[src/rtl/text_buffer_writer.sv]
// Write-port owner of the character RAM: accepts character/control codes, keeps a
// text cursor, and sweeps the screen to spaces after reset and on the clear command.
module text_buffer_writer #(
    parameter int unsigned COLS = 80,
    parameter int unsigned ROWS = 4,
    parameter int unsigned AW   = 10
) (
    input  logic          clk,
    input  logic          rst_n,
    input  logic          in_valid,
    input  logic [4:0]    in_code,
    output logic          in_ready,
    output logic [AW-1:0] address,
    output logic [4:0]    data,
    output logic          wren,
    output logic [6:0]    cur_col,
    output logic [1:0]    cur_row,
    output logic          busy
);

    localparam int unsigned CELLS = COLS * ROWS;
    localparam logic [4:0] CodeLastPrint = 5'd28;
    localparam logic [4:0] CodeBackspace = 5'd29;
    localparam logic [4:0] CodeClear     = 5'd30;

    typedef enum logic [1:0] {StIdle, StExec, StClear} state_e;

    state_e        state_q, state_d;
    logic [4:0]    code_q, code_d;
    logic [AW:0]   cnt_q, cnt_d;
    logic [AW-1:0] addr_q, addr_d;
    logic [4:0]    data_q, data_d;
    logic          wren_q, wren_d;
    logic          ready_q, ready_d;
    logic          busy_q, busy_d;
    logic [6:0]    col_q, col_d;
    logic [1:0]    row_q, row_d;
    logic [6:0]    bs_col;
    logic [1:0]    bs_row;

    function automatic logic [AW-1:0] lin(input logic [1:0] r, input logic [6:0] c);
        return AW'(r) * AW'(COLS) + AW'(c);
    endfunction

    // Cell one step behind the cursor; only used when the cursor is not at (0,0).
    always_comb begin
        bs_col = col_q - 7'd1;
        bs_row = row_q;
        if (col_q == 7'd0) begin
            bs_col = 7'(COLS - 1);
            bs_row = row_q - 2'd1;
        end
    end

    always_comb begin
        state_d = state_q;
        code_d  = code_q;
        cnt_d   = cnt_q;
        addr_d  = addr_q;
        data_d  = data_q;
        wren_d  = 1'b0;
        ready_d = ready_q;
        busy_d  = busy_q;
        col_d   = col_q;
        row_d   = row_q;
        unique case (state_q)
            StIdle: begin
                ready_d = 1'b1;
                if (in_valid && ready_q) begin
                    code_d  = in_code;
                    ready_d = 1'b0;
                    state_d = StExec;
                end
            end
            StExec: begin
                state_d = StIdle;
                ready_d = 1'b1;
                if (code_q <= CodeLastPrint) begin
                    wren_d = 1'b1;
                    addr_d = lin(row_q, col_q);
                    data_d = code_q;
                    if (col_q == 7'(COLS - 1)) begin
                        col_d = 7'd0;
                        row_d = (row_q == 2'(ROWS - 1)) ? 2'd0 : row_q + 2'd1;
                    end else begin
                        col_d = col_q + 7'd1;
                    end
                end else if (code_q == CodeBackspace) begin
                    if (col_q != 7'd0 || row_q != 2'd0) begin
                        col_d  = bs_col;
                        row_d  = bs_row;
                        wren_d = 1'b1;
                        addr_d = lin(bs_row, bs_col);
                        data_d = 5'd0;
                    end
                end else if (code_q == CodeClear) begin
                    state_d = StClear;
                    ready_d = 1'b0;
                    busy_d  = 1'b1;
                    cnt_d   = '0;
                end else begin
                    col_d = 7'd0;
                    row_d = (row_q == 2'(ROWS - 1)) ? 2'd0 : row_q + 2'd1;
                end
            end
            StClear: begin
                if (cnt_q == (AW + 1)'(CELLS)) begin
                    busy_d  = 1'b0;
                    ready_d = 1'b1;
                    col_d   = 7'd0;
                    row_d   = 2'd0;
                    state_d = StIdle;
                end else begin
                    wren_d = 1'b1;
                    addr_d = cnt_q[AW-1:0];
                    data_d = 5'd0;
                    cnt_d  = cnt_q + 1'b1;
                end
            end
            default: state_d = StClear;
        endcase
    end

    always_ff @(posedge clk) begin
        if (!rst_n) begin
            state_q <= StClear;
            code_q  <= 5'd0;
            cnt_q   <= '0;
            addr_q  <= '0;
            data_q  <= 5'd0;
            wren_q  <= 1'b0;
            ready_q <= 1'b0;
            busy_q  <= 1'b1;
            col_q   <= 7'd0;
            row_q   <= 2'd0;
        end else begin
            state_q <= state_d;
            code_q  <= code_d;
            cnt_q   <= cnt_d;
            addr_q  <= addr_d;
            data_q  <= data_d;
            wren_q  <= wren_d;
            ready_q <= ready_d;
            busy_q  <= busy_d;
            col_q   <= col_d;
            row_q   <= row_d;
        end
    end

    assign in_ready = ready_q;
    assign address  = addr_q;
    assign data     = data_q;
    assign wren     = wren_q;
    assign cur_col  = col_q;
    assign cur_row  = row_q;
    assign busy     = busy_q;

endmodule

[config.mk]
export PLATFORM = sky130hd
export DESIGN_NAME = text_buffer_writer
export DESIGN_NICKNAME = d
export VERILOG_FILES = /design/src/rtl/text_buffer_writer.sv
export SDC_FILE = /design/constraint.sdc
export NUM_CORES = 1
export LEC_CHECK = 0
export BUFFER_PORTS_ARGS = -buffer_cell sky130_fd_sc_hd__buf_2
export CELL_PAD_IN_SITES_DETAIL_PLACEMENT = 0
export CELL_PAD_IN_SITES_GLOBAL_PLACEMENT = 2
export CORE_MARGIN = 4
export CORE_UTILIZATION = 35
export CTS_CLUSTER_SIZE = 14
export DETAILED_ROUTE_END_ITERATION = 10
export PLACE_DENSITY = 0.81
export SLEW_MARGIN = 5
export SYNTH_ARGS = -nofsm -noshare
export SYNTH_HDL_FRONTEND = slang
export SYNTH_SLANG_ARGS = --single-unit
[constraint.sdc]
create_clock -name clk -period 3.05 [get_ports clk]
set_clock_uncertainty 0.15 [all_clocks]
set_input_delay 0.1525 -clock clk [delete_from_list [all_inputs] [get_ports clk]]
set_output_delay 0.1525 -clock clk [all_outputs]
set_load 0.005 [all_outputs]
==> metrics.cfg, run 1 <==
[cells_and_area]
fin_nets=429
syn_to_final_growth_pct=18.1
final_layout_size_suffix_gt1_share_pct=18.4
final_cells=505
fin_util_pct=43.3
diodes=0

[sta]
finalSetupTns_ns=0
finalSetupViolations=0
slew_viol_final=0
tightest_slew_ns=0.876
hold_viol_final=0
fmax_mhz=356
rsz0062_at_grt=yes
slew_headroom_pct=41.5
period_needed_ns=2.81
period_share_pct=92.2

[global_routing]
overflow=0
grt_max_degree=26
grt_pass1_wl_mm=13.5
grt_usage_pct=16.9
grt_pass1_vias=2610
antenna_found_initial=0

[die]
dieArea_um2=9730
coreArea_um2=7850
boundaryPins=35
dieWidth_um=98.7
start_util_pct=36.7
row_count=32
die_y_um=98.7

[worst_setup_path]
path_max_fanout=6
cp_data_arrival_time_ns=2.85
crit_chain=inv_1 -> ha_2 -> nor3b_4 -> buf_4 -> nand2_1 -> xor2_1 -> inv_1 -> ha_1 -> a21oi_1 -> or3_1 -> a311oi_2 -> o31ai_1
worstRegToRegCells=12
crit_required_ns=3.08
end_kind=flip-flop
critPathLaunchType=flip-flop
path_common_cell=inv_1
crit_path_max_incr_delay_ns=0.33
critPathKind=flip-flop to flip-flop
cp_slowest_cell=ha_1

[logic_synthesis]
ys_seq_area_share_pct=31.3
yosysTopAreaCellShare_pct=31.3
ys_types=61
dominantRegCellSynth=dfxtp_1
syn_area_um2=2880
synth_area_leaders=dfxtp_1 (31%), ha_1 (7.4%), nand2_1 (4.7%), nor2_1 (4.6%), xnor2_1 (4.6%)
yosysWarnings=0
synth_most_common_cell=dfxtp_1
synth_top_cell_by_area=dfxtp_1
synth_edf_count=0
synth_seq_cells=45
avgSynthCellArea_um2=8.13
async_flop_share_pct=0
syn_nets=381
synthTopCellsByCount=dfxtp_1 (45), nand2_1 (36), nor2_1 (35), a21oi_1 (25)
synthCells=354

[power]
power_switching_mw=0.234
p_comb_share_pct=3.6
power.leakage_nw=1.46
switching_share_pct=21.1
powerDensity_nw_per_um2=327
p_total_mw=1.11
seqPwrFrac_pct=53.8
pwr-share-clk_pct=42.5
peakVddDrop_v=0.000176
internal_power_mw=0.878

[clock_tree]
root_buffer=clkbuf_8
cts.clk_slew.worst_paths_ns=0.09
cts_buffers=5
cts_tree=built
cts-htree-levels=2
clockBufferDepth=2
cts_sinks=45
worstSkewPairLatency_ns=0.30

[placement]
place_hpwl_mm=5.96
portBuffers=34
dp.cells=488
place.gp.congestion=0.786

[drt]
dr_total_vias=2708
drt_iter0_markers=130
drtAntennaViolNets=0
drt-vias-per-instance=5.36
routedWlPerCell_um=15.9
dr.pass1.iters=4
wl_mm=8.01
drcViolationCount=0

[job]
cap_viol_max_count=0

[worst_hold_path]
hp-class=primary input to flip-flop
hold_path_depth=2

[run_status]
status=finished, final reports clean

[metal layers]
| metal | part of all wire, % | vias up | track usage (%) |
|---|---|---|---|
| li1 | - | 1377 | - |
| met2 | 45 | 60 | 26.3 |
| met4 | 0.95 | 0 | 3.89 |
| met5 | 0 | - | 0 |
| met1 | 49 | 1262 | 24.6 |
| met3 | 5.3 | 9 | 2.55 |
[cell usage in the layout, fill, tap and decap left out, types with 2 or more instances in the layout]
cell type and n:
dfxtp_1 45, nand2_1 36, nor2_1 35, buf_2 34, a21oi_1 25, buf_4 21, inv_1 18, nand3_1 18
ha_1 16, o21ai_0 15, xnor2_1 15, mux2i_1 10, nor3_1 9, and3_1 7, nor2b_1 7, a31oi_1 6
nor4_1 6, clkbuf_8 6, dlygate4sd3_1 5, o211ai_1 4, a211oi_1 4, a22oi_1 3, a31o_2 3, o41ai_1 3
a41o_1 2, a21o_1 2, nand2b_1 2, o22ai_1 2, and2_1 2, a221o_1 2, or3_1 2, o31ai_1 2
a32oi_1 2, fa_1 2
[critical path: cells and delay by family (launching register included)]
| family | cells | cell delay, ns |
|---|---|---|
| simple gates | 3 | 0.67 |
| fa+ha+maj | 2 | 0.54 |
| compound gates | 3 | 0.46 |
| buf+inv | 3 | 0.34 |
| flops | 1 | 0.32 |
| xor+xnor | 1 | 0.22 |
[kinds of logic after synthesis]
logic type | count (synthesis) | share of synthesized area, %
simple gates | 135 | 23.2
compound gates | 89 | 21.4
flops | 45 | 31.3
buf+inv | 39 | 6.48
fa+ha+maj | 19 | 8.79
xor+xnor | 16 | 4.87
mux | 11 | 3.87
[what timing repair did]
item / CTS / global route
hold buffers: 5 / 0
buffers inserted: 0 / 4
gates resized for setup: 0 / 4
hold endpoints to repair: 5 / 0
setup endpoints to repair: 0 / 4
[flip-flops by register name, indices dropped and copies added, names as in the netlist]
name      flops
busy          1
cnt_q        11
cur_row       2
state_q       2
code_q        5
wren          1
cur_col       7
address      10
data          5
in_ready      1
[stage by stage]
stage / worst slack [ns] / hold WS (ns) / area [um2]
after floorplan: 0.292 / 0.146 / 2880
after global placement: 0.168 / 0.235 / 3190
after detailed placement: 0.112 / 0.241 / 3190
after CTS: 0.0755 / 0.0503 / 3360
after global routing: -0.0251 / 0.0509 / 3400
final: 0.239 / 0.0540 / 3400
[power by group through the flow]
stage | combinational [mW] | sequential [mW] | clock, mW
6_report | 0.0403 | 0.599 | 0.473
3_3_place_gp | 0.0362 | 0.613 | 0
4_1_cts | 0.0413 | 0.599 | 0.489
3_5_place_dp | 0.0365 | 0.613 | 0
2_1_floorplan | 0.0219 | 0.612 | 0
5_1_grt | 0.0451 | 0.600 | 0.514
[worst paths after layout]
kind           endpoint  slack (ns)       start
max          address[7]        0.24  cur_col[0]
min          state_q[1]        0.05       rst_n
max reg2reg  address[7]        0.24  cur_col[0]
min reg2reg  address[6]        0.30  address[6]
[layout make-up]
| cell class | count | area, um2 |
|---|---|---|
| clock buffers | 7 | 86.3 |
| clock inverters | 1 | 30.0 |
| fillers | 839 | 4450 |
| inverters | 20 | 75.1 |
| multi-input cells | 270 | 1800 |
| flip-flops and latches | 45 | 901 |
| well taps | 102 | 128 |
| repair buffers | 60 | 378 |
(Power assumes the default switching activity.)
==> run 2, diff against run 1 <==
--- a/config.mk
+++ b/config.mk
@@ -5,13 +5,13 @@
 export SDC_FILE = /design/constraint.sdc
 export NUM_CORES = 1
 export LEC_CHECK = 0
-export BUFFER_PORTS_ARGS = -buffer_cell sky130_fd_sc_hd__buf_2
 export CELL_PAD_IN_SITES_DETAIL_PLACEMENT = 0
 export CELL_PAD_IN_SITES_GLOBAL_PLACEMENT = 2
 export CORE_MARGIN = 4
-export CORE_UTILIZATION = 35
+export CORE_UTILIZATION = 38
 export CTS_CLUSTER_SIZE = 14
 export DETAILED_ROUTE_END_ITERATION = 10
+export DONT_BUFFER_PORTS = 1
 export PLACE_DENSITY = 0.81
 export SLEW_MARGIN = 5
 export SYNTH_ARGS = -nofsm -noshare
==> metrics.cfg, run 2 (synthesis gave the netlist of run 1 again) <==
[worst_setup_path]
r2r_slack_ns=0.22  ; -0.02 ns
r2r_start=cur_col[5]
crit_path_max_incr_delay_ns=0.42  ; +0.09 ns
crit_chain=nor3_2 -> and2_1 -> xnor2_1 -> ha_1 -> inv_1 -> fa_1 -> inv_1 -> a21oi_1 -> o41ai_1 -> o21ai_0 -> o21ai_0
cp_slowest_cell=nor3_2
cp_data_arrival_time_ns=2.91  ; +0.06 ns
crit_required_ns=3.12  ; +0.04 ns
end_kind=flip-flop
worstRegToRegCells=11  ; -1
path_max_fanout=8  ; +2
rr_endpoint=address[8]
critPathKind=flip-flop to flip-flop
critPathLaunchType=flip-flop

[global_routing]
grt_usage_pct=18.9  ; +2.0 points
antenna_found_initial=0  ; unchanged
grt_max_degree=26  ; unchanged
grt_pass1_vias=2515  ; -3.6%
overflow=0  ; unchanged
grt_pass1_wl_mm=13.3  ; -0.93%

[die]
row_count=31  ; -3.1%
boundaryPins=35  ; unchanged
coreArea_um2=7290  ; -7.1%
start_util_pct=39.4  ; +2.8 points
die_y_um=95.0  ; -3.7%
dieArea_um2=9030  ; -7.3%
dieWidth_um=95.0  ; -3.7%

[drt]
drcViolationCount=0  ; unchanged
dr.pass1.iters=4  ; unchanged
routedWlPerCell_um=17.5  ; +10%
wl_mm=8.19  ; +2.3%
dr_total_vias=2608  ; -3.7%
drtAntennaViolNets=0  ; unchanged
drt_iter0_markers=93  ; -28%
drt-vias-per-instance=5.56  ; +3.7%

[worst_hold_path]
hp-class=primary input to flip-flop
hp-start=in_valid
hold_end=in_ready
hold_path_depth=4  ; +2

[cells_and_area]
layout_commonest_cell=dfxtp_1
regMostFlops=cnt_q
multi_input_area_um2=1790  ; -0.63%
fin_util_pct=44.1  ; +0.83 points
syn_to_final_growth_pct=11.9
diodes=0  ; unchanged
fin_nets=396  ; -7.7%
fillCellCount=787  ; -6.2%
largest_reg_flops=11  ; unchanged
final_layout_size_suffix_gt1_share_pct=10.0  ; -8.4 points
design_area_um2=3220  ; -5.3%
layout_common_cells=dfxtp_1 (45), nand2_1 (36), nor2_1 (35), a21oi_1 (25), buf_4 (21)
seq_area_um2=901  ; unchanged

[sta]
slew_headroom_pct=43.7  ; +2.2 points
rsz0062_at_grt=no
hold_slack_ns=0.0523  ; -0.00165 ns
finalSetupTns_ns=0  ; unchanged
fmax_mhz=353  ; -0.80%
period_share_pct=92.9  ; +0.74 points
period_needed_ns=2.83  ; +0.0226 ns
hold_viol_final=0  ; unchanged
finalSetupViolations=0  ; unchanged
slew_viol_final=0  ; unchanged
tightest_slew_ns=0.844  ; -0.0323 ns

[clock_tree]
cts_buffers=5  ; unchanged
postCtsHoldBufs=6  ; +1
worstSkewPairLatency_ns=0.30  ; about the same
cts_tree=built
cts_sinks=45  ; unchanged
post_cts_resized=0  ; unchanged
postCtsSetupRepairBufs=0  ; unchanged
cts.clk_slew.worst_paths_ns=0.09  ; about the same
root_buffer=clkbuf_8
clockBufferDepth=2  ; unchanged
cts-htree-levels=2  ; unchanged

[power]
peakVddDrop_v=0.000174  ; -1.3%
power.leakage_nw=1.28  ; -12%
powerDensity_nw_per_um2=343  ; +4.7%
p_total_mw=1.10  ; -0.85%

[placement]
dpl_cell_area_um2=3050  ; -4.5%
place.gp.congestion=0.796  ; +1.3%
portBuffers=0  ; -100%
place_hpwl_mm=5.87  ; -1.6%

[run_status]
status=finished, final reports clean

[job]
cap_viol_max_count=0  ; unchanged

==> run 2: layout make-up <==
| type | count | area share, % |
|---|---|---|
| Timing Repair Buffer | 27 | 6.77 |
| Inverter | 20 | 2.33 |
| Clock inverter | 2 | 1.21 |
| Tap cell | 99 | 3.85 |
| Multi-Input combinational cell | 270 | 55.6 |
| Clock buffer | 6 | 2.26 |
| Sequential cell | 45 | 28.0 |
==> run 2: worst max path at each step <==
stage / startpoint / to / slack [ns] / cells after the start
global route: cur_col[5] / address[8] / 0.00008 / 11
detailed placement: cur_col[5] / address[8] / 0.25 / 11
floorplan: cur_col[0] / address[7] / 0.29 / 12
CTS: cur_col[5] / address[8] / 0.21 / 11
finish: cur_col[5] / address[8] / 0.22 / 11
global placement: cur_col[5] / address[8] / 0.34 / 11
==> run 2: worst max-delay path, delay by kind of cell (launching register included) <==
kind                     cells  cell delay (ns)
XOR/XNOR                     1             0.17
AO/OA/AOI/OAI                4             0.60
adder cells (fa/ha/maj)      2             0.60
buffers and inverters        2             0.13
flip-flops                   1             0.40
AND/OR/NAND/NOR              2             0.71
==> run 2: power by group <==
part / leakage, nW / internal (mW) / switching [mW]
Clock: 0.0554 / 0.247 / 0.222
Combinational: 0.864 / 0.0142 / 0.0200
Sequential: 0.364 / 0.593 / 0.00706
Total: 1.28 / 0.854 / 0.249
==> run 2: routing by layer <==
layer	track usage [%]	vias to the layer above	wire, um
met5	0	-	0
met4	3.13	0	60
met3	4.94	6	463
met2	30.9	64	3800
met1	25.3	1233	3870
li1	-	1305	-
==> run 2: per-stage QoR <==
stage          std cells  worst slack, ns
5_1_grt              469        0.0000824
6_report             469            0.217
2_1_floorplan        354            0.292
4_1_cts              469            0.211
3_5_place_dp         455            0.246
3_3_place_gp         455            0.336
